--- src/rtl/service_arbiter_if.sv ---
// rtl/service_arbiter_if.sv - board/service side signal bundle for the alarm clock mode arbiter
//
// Groups every signal of service_arbiter except clock and reset.
//   master : board side -- drives tick_1hz, push, svc_sw, alarm_en, alarm_hit, game_done;
//            observes mode, mode_change, btn_*, game_start, ringing
//   slave  : the arbiter itself (directions mirrored)
interface service_arbiter_if;
    logic       tick_1hz;
    logic [4:0] push;
    logic [2:0] svc_sw;
    logic       alarm_en;
    logic       alarm_hit;
    logic       game_done;
    logic [2:0] mode;
    logic       mode_change;
    logic [4:0] btn_time;
    logic [4:0] btn_alarm;
    logic [4:0] btn_sw;
    logic [4:0] btn_game;
    logic       game_start;
    logic       ringing;

    modport master (
        output tick_1hz, push, svc_sw, alarm_en, alarm_hit, game_done,
        input  mode, mode_change, btn_time, btn_alarm, btn_sw, btn_game, game_start, ringing
    );

    modport slave (
        input  tick_1hz, push, svc_sw, alarm_en, alarm_hit, game_done,
        output mode, mode_change, btn_time, btn_alarm, btn_sw, btn_game, game_start, ringing
    );
endinterface

--- src/rtl/service_arbiter.sv ---
// rtl/service_arbiter.sv - alarm clock mode controller: button debounce, service grant and press routing
//
// Ports:
//   clk_osc   - 100 MHz system clock
//   rst       - synchronous active-high reset
//   bus.slave - tick_1hz, push[4:0], svc_sw[2:0], alarm_en, alarm_hit, game_done in;
//               mode[2:0], mode_change, btn_time/btn_alarm/btn_sw/btn_game[4:0],
//               game_start, ringing out
// Parameters:
//   DEB_CYCLES - consecutive differing samples before a button level is accepted
//   RING_SECS  - tick_1hz pulses after which an unanswered alarm stops ringing
module service_arbiter #(
    parameter logic [19:0] DEB_CYCLES = 20'd1000000,
    parameter logic [7:0]  RING_SECS  = 8'd60
) (
    input  logic             clk_osc,
    input  logic             rst,
    service_arbiter_if.slave bus
);

    typedef enum logic [2:0] {
        MODE_CLOCK     = 3'd0,
        MODE_TIME_SET  = 3'd1,
        MODE_ALARM_SET = 3'd2,
        MODE_STOPWATCH = 3'd3,
        MODE_RING      = 3'd4,
        MODE_GAME      = 3'd5
    } mode_t;

    // ------------------------------------------------------------------
    // Debounce: one counter per button, counting consecutive cycles in
    // which the raw level disagrees with the accepted level.
    // ------------------------------------------------------------------
    logic [4:0]  r_stable;
    logic [4:0]  r_press;
    logic [19:0] r_deb_cnt [5];

    always_ff @(posedge clk_osc) begin
        if (rst) begin
            r_stable <= 5'd0;
            r_press  <= 5'd0;
            for (int i = 0; i < 5; i++) begin
                r_deb_cnt[i] <= 20'd0;
            end
        end else begin
            for (int i = 0; i < 5; i++) begin
                r_press[i] <= 1'b0;
                if (bus.push[i] == r_stable[i]) begin
                    r_deb_cnt[i] <= 20'd0;
                end else if (r_deb_cnt[i] == DEB_CYCLES - 20'd1) begin
                    r_stable[i]  <= bus.push[i];
                    r_deb_cnt[i] <= 20'd0;
                    // Only the 0->1 acceptance is a press; releases stay silent.
                    r_press[i]   <= bus.push[i];
                end else begin
                    r_deb_cnt[i] <= r_deb_cnt[i] + 20'd1;
                end
            end
        end
    end

    // ------------------------------------------------------------------
    // Mode FSM
    // ------------------------------------------------------------------
    mode_t      r_mode;
    logic       r_mode_change;
    logic       r_game_start;
    logic [7:0] r_ring_secs;

    mode_t      w_sw_mode;
    mode_t      w_next_mode;
    logic [4:0] w_press_ok;
    logic       w_ring_timeout;

    // A press that lands in the first cycle of a new mode belongs to no one.
    assign w_press_ok     = r_press & {5{~r_mode_change}};
    assign w_ring_timeout = bus.tick_1hz && (r_ring_secs == RING_SECS - 8'd1);

    always_comb begin
        w_sw_mode = MODE_CLOCK;
        if (bus.svc_sw[2]) begin
            w_sw_mode = MODE_TIME_SET;
        end else if (bus.svc_sw[1]) begin
            w_sw_mode = MODE_ALARM_SET;
        end else if (bus.svc_sw[0]) begin
            w_sw_mode = MODE_STOPWATCH;
        end
    end

    always_comb begin
        w_next_mode = r_mode;
        case (r_mode)
            MODE_RING: begin
                // alarm_en low beats timeout, timeout beats the middle press.
                if (!bus.alarm_en || w_ring_timeout) begin
                    w_next_mode = w_sw_mode;
                end else if (w_press_ok[4]) begin
                    w_next_mode = MODE_GAME;
                end
            end
            MODE_GAME: begin
                if (bus.game_done || !bus.alarm_en) begin
                    w_next_mode = w_sw_mode;
                end
            end
            default: begin
                if (bus.alarm_hit && bus.alarm_en) begin
                    w_next_mode = MODE_RING;
                end else begin
                    w_next_mode = w_sw_mode;
                end
            end
        endcase
    end

    always_ff @(posedge clk_osc) begin
        if (rst) begin
            r_mode        <= MODE_CLOCK;
            r_mode_change <= 1'b0;
            r_game_start  <= 1'b0;
            r_ring_secs   <= 8'd0;
        end else begin
            r_mode        <= w_next_mode;
            r_mode_change <= (w_next_mode != r_mode);
            r_game_start  <= (w_next_mode == MODE_GAME) && (r_mode != MODE_GAME);
            // Held at zero outside RING so every entry starts a fresh count.
            if (r_mode != MODE_RING) begin
                r_ring_secs <= 8'd0;
            end else if (bus.tick_1hz) begin
                r_ring_secs <= r_ring_secs + 8'd1;
            end
        end
    end

    // ------------------------------------------------------------------
    // Press routing: only the granted service sees the pulse.
    // ------------------------------------------------------------------
    logic [4:0] w_btn_time;
    logic [4:0] w_btn_alarm;
    logic [4:0] w_btn_sw;
    logic [4:0] w_btn_game;

    always_comb begin
        w_btn_time  = 5'd0;
        w_btn_alarm = 5'd0;
        w_btn_sw    = 5'd0;
        w_btn_game  = 5'd0;
        case (r_mode)
            MODE_TIME_SET:  w_btn_time  = w_press_ok;
            MODE_ALARM_SET: w_btn_alarm = w_press_ok;
            MODE_STOPWATCH: w_btn_sw    = w_press_ok;
            MODE_GAME:      w_btn_game  = w_press_ok;
            default: ;
        endcase
    end

    assign bus.mode        = r_mode;
    assign bus.mode_change = r_mode_change;
    assign bus.game_start  = r_game_start;
    assign bus.ringing     = (r_mode == MODE_RING) || (r_mode == MODE_GAME);
    assign bus.btn_time    = w_btn_time;
    assign bus.btn_alarm   = w_btn_alarm;
    assign bus.btn_sw      = w_btn_sw;
    assign bus.btn_game    = w_btn_game;

endmodule

--- src/flat_wrapper.sv ---
// flat-port wrapper written by rule: the top's interface ports become plain ports
module service_arbiter_flat 
#(
    parameter logic [19:0] DEB_CYCLES = 20'd1000000,
    parameter logic [7:0]  RING_SECS  = 8'd60
)
  (clk_osc, rst, bus_tick_1hz, bus_push, bus_svc_sw, bus_alarm_en, bus_alarm_hit, bus_game_done, bus_mode, bus_mode_change, bus_btn_time, bus_btn_alarm, bus_btn_sw, bus_btn_game, bus_game_start, bus_ringing);
  service_arbiter_if bus_i ();
  input  logic clk_osc;
  input  logic rst;
  input wire logic [$bits(bus_i.tick_1hz)-1:0] bus_tick_1hz;
  input wire logic [$bits(bus_i.push)-1:0] bus_push;
  input wire logic [$bits(bus_i.svc_sw)-1:0] bus_svc_sw;
  input wire logic [$bits(bus_i.alarm_en)-1:0] bus_alarm_en;
  input wire logic [$bits(bus_i.alarm_hit)-1:0] bus_alarm_hit;
  input wire logic [$bits(bus_i.game_done)-1:0] bus_game_done;
  output wire logic [$bits(bus_i.mode)-1:0] bus_mode;
  output wire logic [$bits(bus_i.mode_change)-1:0] bus_mode_change;
  output wire logic [$bits(bus_i.btn_time)-1:0] bus_btn_time;
  output wire logic [$bits(bus_i.btn_alarm)-1:0] bus_btn_alarm;
  output wire logic [$bits(bus_i.btn_sw)-1:0] bus_btn_sw;
  output wire logic [$bits(bus_i.btn_game)-1:0] bus_btn_game;
  output wire logic [$bits(bus_i.game_start)-1:0] bus_game_start;
  output wire logic [$bits(bus_i.ringing)-1:0] bus_ringing;
  assign bus_i.tick_1hz = bus_tick_1hz;
  assign bus_i.push = bus_push;
  assign bus_i.svc_sw = bus_svc_sw;
  assign bus_i.alarm_en = bus_alarm_en;
  assign bus_i.alarm_hit = bus_alarm_hit;
  assign bus_i.game_done = bus_game_done;
  assign bus_mode = bus_i.mode;
  assign bus_mode_change = bus_i.mode_change;
  assign bus_btn_time = bus_i.btn_time;
  assign bus_btn_alarm = bus_i.btn_alarm;
  assign bus_btn_sw = bus_i.btn_sw;
  assign bus_btn_game = bus_i.btn_game;
  assign bus_game_start = bus_i.game_start;
  assign bus_ringing = bus_i.ringing;
  service_arbiter #(.DEB_CYCLES(DEB_CYCLES), .RING_SECS(RING_SECS)) u_core (.clk_osc(clk_osc), .rst(rst), .bus(bus_i));
endmodule
--- config.mk ---
export PLATFORM = sky130hd
export DESIGN_NAME = service_arbiter_flat
export DESIGN_NICKNAME = d
export VERILOG_FILES = /design/src/rtl/service_arbiter_if.sv /design/src/rtl/service_arbiter.sv /design/src/flat_wrapper.sv
export SDC_FILE = /design/constraint.sdc
export NUM_CORES = 1
export LEC_CHECK = 0
export ABC_AREA = 1
export CAP_MARGIN = 20
export CORE_UTILIZATION = 40
export DETAILED_ROUTE_END_ITERATION = 8
export DONT_BUFFER_PORTS = 1
export HOLD_SLACK_MARGIN = 0.05
export PLACE_DENSITY_LB_ADDON = 0.05
export SETUP_SLACK_MARGIN = 0.15
export SYNTH_ARGS = -nofsm -noshare
export SYNTH_HDL_FRONTEND = slang
export SYNTH_SLANG_ARGS = --single-unit
--- constraint.sdc ---
create_clock -name clk_osc -period 2.05 [get_ports clk_osc]
set_clock_uncertainty 0.05 [all_clocks]
set_input_delay 0.41 -clock clk_osc [delete_from_list [all_inputs] [get_ports clk_osc]]
set_output_delay 0.41 -clock clk_osc [all_outputs]
set_load 0.05 [all_outputs]
# Yosys cells after proc, flatten, opt, wreduce, memory -nomap -nowiden
# Memories as Yosys holds them, arrays and structs flattened.
# Cells that the tools add are included.
[word_totals]
regBits = 23
inputBits = 14
out_inout_bits = 26
word_cells = 170
ramBits = 100
n_memories = 1
[classes]
add_sub_neg = 6
eq_ne = 20
n_mux = 84
n_bitwise = 27
reduce_logical = 18
[memory_table]
columns = ["memory", "depth", "word_bits", "rd", "rd_clocked_by_memory_dff", "wr", "line_no", "source"]
rows = [
  ["u_core.r_deb_cnt", 5, 20, 5, 0, 5, "service_arbiter.sv:36", "logic [19:0] r_deb_cnt [5];"],
]
[op_table]
columns = ["operator", "count"]
rows = [
  ["$mux W20", 15],
  ["$add A20 B1 Y20 const B", 5],
  ["$eq A20 B20 Y1 const B", 5],
  ["$mux W1", 57],
  ["$mux W5", 4],
  ["$mux W3", 6],
  ["$or A1 B1 Y1", 15],
  ["$reduce_or A3 Y1", 5],
  ["$not A1 Y1", 11],
  ["$reduce_and A2 Y1", 5],
  ["$eq A3 B3 Y1 const B", 3],
  ["$add A8 B1 Y8 const B", 1],
  ["$eq A8 B6 Y1 const B", 1],
  ["$eq A3 B2 Y1 const B", 2],
  ["$ne A3 B3 Y1 const B", 2],
  ["$pmux W3 S2", 1],
  ["$and A5 B5 Y5", 1],
  ["$eq A1 B1 Y1", 5],
  ["$eq A3 B1 Y1 const B", 1],
  ["$logic_and A1 B1 Y1", 3],
  ["$logic_or A1 B1 Y1", 3],
  ["$ne A3 B3 Y1", 1],
  ["$mux W2", 1],
  ["$reduce_or A2 Y1", 1],
  ["$logic_not A1 Y1", 1],
]

# Depth between registers and ports, before layout
# An unclocked memory read counts as a cell.
[depth]
ltp_word = 8
ltp_mapped = 13
mapped_depth_nobuf = 13

# Worst setup path after synthesis
# Ideal clock, no wire load.
[synth_path]
path_kind = "reg2out"
start = "register u_core.r_mode[2], in the netlist u_core.bus.mode[2]"
end = "output port bus_btn_game[0]"
path_buffers = 0
path_stages_with_launch = 5
t_arrival_ns = 2.021
setup_slack_ns = -0.431
required_time_ns = 1.590
path_cell_list = "dfxtp_1 > inv_1 > nor2_4 > nand2_2 > nor2_1"
[synth_via]
elab_chain_cells = 2
[synth_rtl]
columns = ["item", "line_no", "source"]
rows = [
  ["start: declaration", "service_arbiter.sv:65", "mode_t r_mode;"],
  ["start signal: assignment", "service_arbiter.sv:123", "r_mode <= w_next_mode;"],
  ["$eq A3 B3 Y1", "service_arbiter.sv:148", "case (r_mode)"],
  ["$mux W5", "service_arbiter.sv:148", ""],
  ["end: declaration", "flat_wrapper.sv:22", "output wire logic [$bits(bus_i.btn_game)-1:0] bus_btn_game;"],
]
# Every way passes these cells.

# Final worst setup path
[layout_path]
start = "register u_core.r_mode[2], in the netlist u_core.bus.mode[2]"
end = "output port bus_btn_sw[3]"
[layout_via]
elab_chain_cells = 2
[layout_rtl]
columns = ["item", "line_no", "source"]
rows = [
  ["$eq A3 B2 Y1", "service_arbiter.sv:148", ""],
  ["$mux W5", "service_arbiter.sv:148", ""],
  ["end: declaration", "flat_wrapper.sv:21", "output wire logic [$bits(bus_i.btn_sw)-1:0] bus_btn_sw;"],
]
# Every way passes these cells.

==> summary.md <==
| Metric | Value |
|---|---|
| Vias per cell | about 4.8 |
| Most frequent cells in the layout | 128 x sky130_fd_sc_hd__nand2_1, 111 x sky130_fd_sc_hd__nor2_1, 100 x sky130_fd_sc_hd__edfxtp_1, 100 x sky130_fd_sc_hd__conb_1, 88 x sky130_fd_sc_hd__inv_1 |
| Fraction of met3 tracks used by global routing | approximately 4.7% |
| Avg Cell Area, Syn | between 8 and 9 um2 |
| Number of pins exceeding their max-slew limit in the final report | 0 |
| Met1 track utilization from global routing | between 20 and 25% |
| Placement row count | between 40 and 50 |
| Number of H-tree branching levels | 4 |
| Maximum net fanout on the critical path | 5 |
| Wire length of the first global-routing pass | 24500 um |
| Least setup slack across all paths after layout | around 37 ps |
| Fill cells | between 1500 and 2000 |
| Register-to-Register Path Depth | 13 |
| Period minus WS final | ~2000 ps |
| Run status | completed |
| Worst rel slew slack | between 40% and 50% |
| Setup Crit Path Kind | register to output pin |
| Post-route antenna net violation count | 0 |
| Design Area, Final | slightly above 9000 um2 |
| Area overhead of the layout relative to synthesis | 32.81% |
| Remaining global-route overflow | 0 |
| Initial core utilization | approximately 42% |
| Wire length per cell | 12.42 um |
| Final routed wirelength across all metal layers | approximately 15000 um |
| Pin count of the biggest net entering global routing | 21 |
| Number of buffers created by CTS | 17 |
| Setup Viol. Count Final | 0 |
| Setup crit end kind | output pin |
| M2 GR Usage | ~28% |
| Worst slack after detailed placement | ~38 ps |
| DP Wirelength | ~11000 um |
| Insertion delay of the later-clocked pin in the worst-skew pair | slightly above 400 ps |
| Initial antenna violation count | 0 |
| Asr flop ratio synth | 0% |
| Final clock period utilization by the worst path | approximately 98% |
| CP cell instances | clkinvlp_4, buf_6, nand3_4, nor2_4 |
| Gate power share | ~8% |
| Clock transition at the register clock pins on the worst setup and hold paths after CTS | around 50 ps |
| Hold Vio Cnt, Final | 0 |
| Diodes inserted | 0 |
| Crit Reg-Reg Endpoint | u_core.bus.mode_change |
| Total number of vias | 5808 |
| Vias in the first global route | 5448 |
| CTS max path bufs | 2 |
| P_leak | 3.615 nW |
| DR pass1 iterations | 4 |
| Most used flip-flop cell after synthesis | sky130_fd_sc_hd__edfxtp_1 |
| Yosys top cell area share | 43.13% |
| CP max stage cell | sky130_fd_sc_hd__nor2_4 |
| Yosys top cell by area | sky130_fd_sc_hd__edfxtp_1 |
| Netlist area before placement | approximately 7000 um2 |
| Violation count after the first detailed-routing iteration | 350 |
| Data required time at the worst endpoint | 1590 ps |
| GRT Overall Usage | approximately 17% |
| Count of cell types in the netlist | 39 |
| Slack of the worst reg-to-reg path | 150 ps |
| Setup repair after global routing missed its margin | yes |
| CP peak stage delay | approximately 350 ps |
| Tightest hold margin | ~83 ps |
| Share of the yosys chip area belonging to registers | 49.74% |
| Quantity of I/O buffers inserted on ports | 0 |
| Largest vdd supply drop | 0.0006076 V |
| Proportion of power drawn by flip-flops and latches | between 40 and 50% |
| Power density cells | approximately 710 nW/um2 |
| Hold path depth | 2 |
| Number of synthesized flops with an enable pin | 100 |
| MaxCap Viol Count | 0 |
| Switching part of the total | ~23% |
| Internal portion of total power | roughly 5.0 mW |
| Flip-flop and latch count after synthesis | roughly 120 |
| Floorplan die area | roughly 18000 um2 |
| Number of primary I/O pins | 40 |
| Launch instance of the worst register-to-register path | u_core.bus.mode[2] |
| Max frequency | ~500 MHz |
| Placed instance area | 8014 um2 |
| CTS root buffer | sky130_fd_sc_hd__clkbuf_16 |
| Total of warnings raised by yosys | 0 |
| Clock power frac | 46.7% |
| Vertical die dimension | 133.9 um |
| Worst Hold End | u_core.r_press[4] |
| Horizontal die dimension | 133.9 um |
| Pin slew with the least headroom to its limit | approximately 860 ps |
| Synthesized netlist cell count | ~810 |
| Area of the core | 16760 um2 |
| Hold Crit Class | input port to register |
| Element type at the critical path start | register |
| Switch Pwr | 1.484 mW |
| Post-route DRC | 0 |
| NumNets Final | between 1000 and 1500 |
| Clock tree from TritonCTS | yes |
| Worst EP arrival | approximately 1600 ps |
| Most common library cell in the layout ignoring fill and taps | sky130_fd_sc_hd__nand2_1 |
| Fraction of layout cells with a size suffix above 1 | between 20% and 30% |
| Sinks on the clock net | between 100 and 150 |
| Top cells by area, synth | sky130_fd_sc_hd__edfxtp_1 43%, sky130_fd_sc_hd__nor2_1 7.6%, sky130_fd_sc_hd__nand2_1 7.4%, sky130_fd_sc_hd__dfxtp_1 6.6%, sky130_fd_sc_hd__inv_1 5.0% |
| GRT Max-Usage Layer | met2 |
| Hold Crit Start | bus_push[4] |
| Gpl congestion | ~0.83 |
-- layout make-up --
class	instances	area, um2	area share (%)
tap	220	275.3	2.977
timing repair buffer	63	668.1	7.225
inverter	96	364.1	3.937
clock buffer	26	530.5	5.737
sequential	123	3473	37.56
clock inverter	6	80.08	0.8659
multi-input combinational	685	3856	41.70
-- registers in the layout (all words and copies together) (netlist names) --
signal                  cells
u_core.r_deb_cnt          100
u_core.bus.mode_change      1
u_core.r_stable             5
u_core.bus.mode             3
u_core.bus.game_start       1
u_core.r_ring_secs          8
u_core.r_press              5
-- per-layer routing --
layer / vias up / wire length (um) / part of all wire [%]
met1: 2729 / 7020 / 46
met4: 0 / 169 / 1.1
met5: - / 0 / 0
met2: 83 / 7292 / 48
met3: 13 / 652 / 4.3
li1: 2983 / - / -
-- how the worst max path moves through the flow --
| stage | startpoint | to | slack [ps] | cells after the start |
|---|---|---|---|---|
| final | u_core.bus.mode[2] | bus_btn_sw[3] | 40 | 4 |
| after global routing | u_core.bus.mode[2] | bus_btn_sw[0] | -10 | 4 |
| after CTS | u_core.bus.mode[2] | bus_btn_game[2] | 60 | 5 |
| after detailed placement | u_core.r_deb_cnt[3][0] | u_core.r_deb_cnt[3][4] | 40 | 9 |
| after global placement | u_core.r_deb_cnt[3][0] | u_core.r_deb_cnt[3][15] | 160 | 9 |
| after floorplan | u_core.bus.mode[2] | bus_btn_game[1] | 150 | 4 |
-- repair_timing --
action | in CTS | in global routing
cloned | 0 | 4
hold buffers | 1 | 0
endpoints found under the hold margin | 11 | 0
resized for setup | 17 | 87
pin swaps | 6 | 22
endpoints found under the setup margin | 38 | 121
buffers inserted | 4 | 20
-- cells in the mapped netlist (9+ instances only) --
cell type,number
sky130_fd_sc_hd__nor3_2,9
sky130_fd_sc_hd__edfxtp_1,100
sky130_fd_sc_hd__nand4_1,23
sky130_fd_sc_hd__nor3_1,50
sky130_fd_sc_hd__nor2_2,13
sky130_fd_sc_hd__nand2_2,9
sky130_fd_sc_hd__nor2_1,141
sky130_fd_sc_hd__nand3_1,50
sky130_fd_sc_hd__dfxtp_1,23
sky130_fd_sc_hd__o21ai_0,9
sky130_fd_sc_hd__nand2_1,138
sky130_fd_sc_hd__inv_1,93
sky130_fd_sc_hd__a21oi_1,40
sky130_fd_sc_hd__xor2_1,34
-- cells by family (layout without fill, tap and decap cells) --
family / after synthesis / in the layout / synth area share, %
other: 1 / 100 / 0.05386
buffers and inverters: 108 / 191 / 6.289
adders and majority gates: 6 / 6 / 1.078
AOI/OAI and AO/OA: 58 / 58 / 4.474
DFF: 123 / 123 / 49.74
xor gates and xnor gates: 41 / 41 / 5.157
and+or+nand+nor: 476 / 479 / 33.06
muxes: 1 / 1 / 0.1438
-- worst max-delay path, delay by kind of cell, from the launching register on --
family	cells	cell delay, ps
AND/OR/NAND/NOR	2	550
flip-flops	1	340
buffers and inverters	2	250
-- metrics by stage --
| stage | utilization [%] | std cells | TNS (ps) | power, mW |
|---|---|---|---|---|
| global placement | 47.82 | 1158 | 0 | 3.405 |
| finish | 55.18 | 1219 | 0 | 6.524 |
| detailed placement | 47.82 | 1158 | 0 | 3.417 |
| CTS | 52.05 | 1195 | 0 | 6.510 |
| floorplan | - | 913 | 0 | 3.292 |
| global route | 55.18 | 1219 | -86.57 | 6.795 |
-- power by group through the flow --
stage                     clock network [mW]  registers [mW]  logic [mW]
final                                   3.05            2.95       0.523
after global routing                    3.24            2.97       0.588
after CTS                               3.12            2.95       0.447
after detailed placement                   0            2.99       0.422
after global placement                     0            2.99       0.416
after floorplan                            0            2.99       0.305
(Power assumes the default switching activity.)
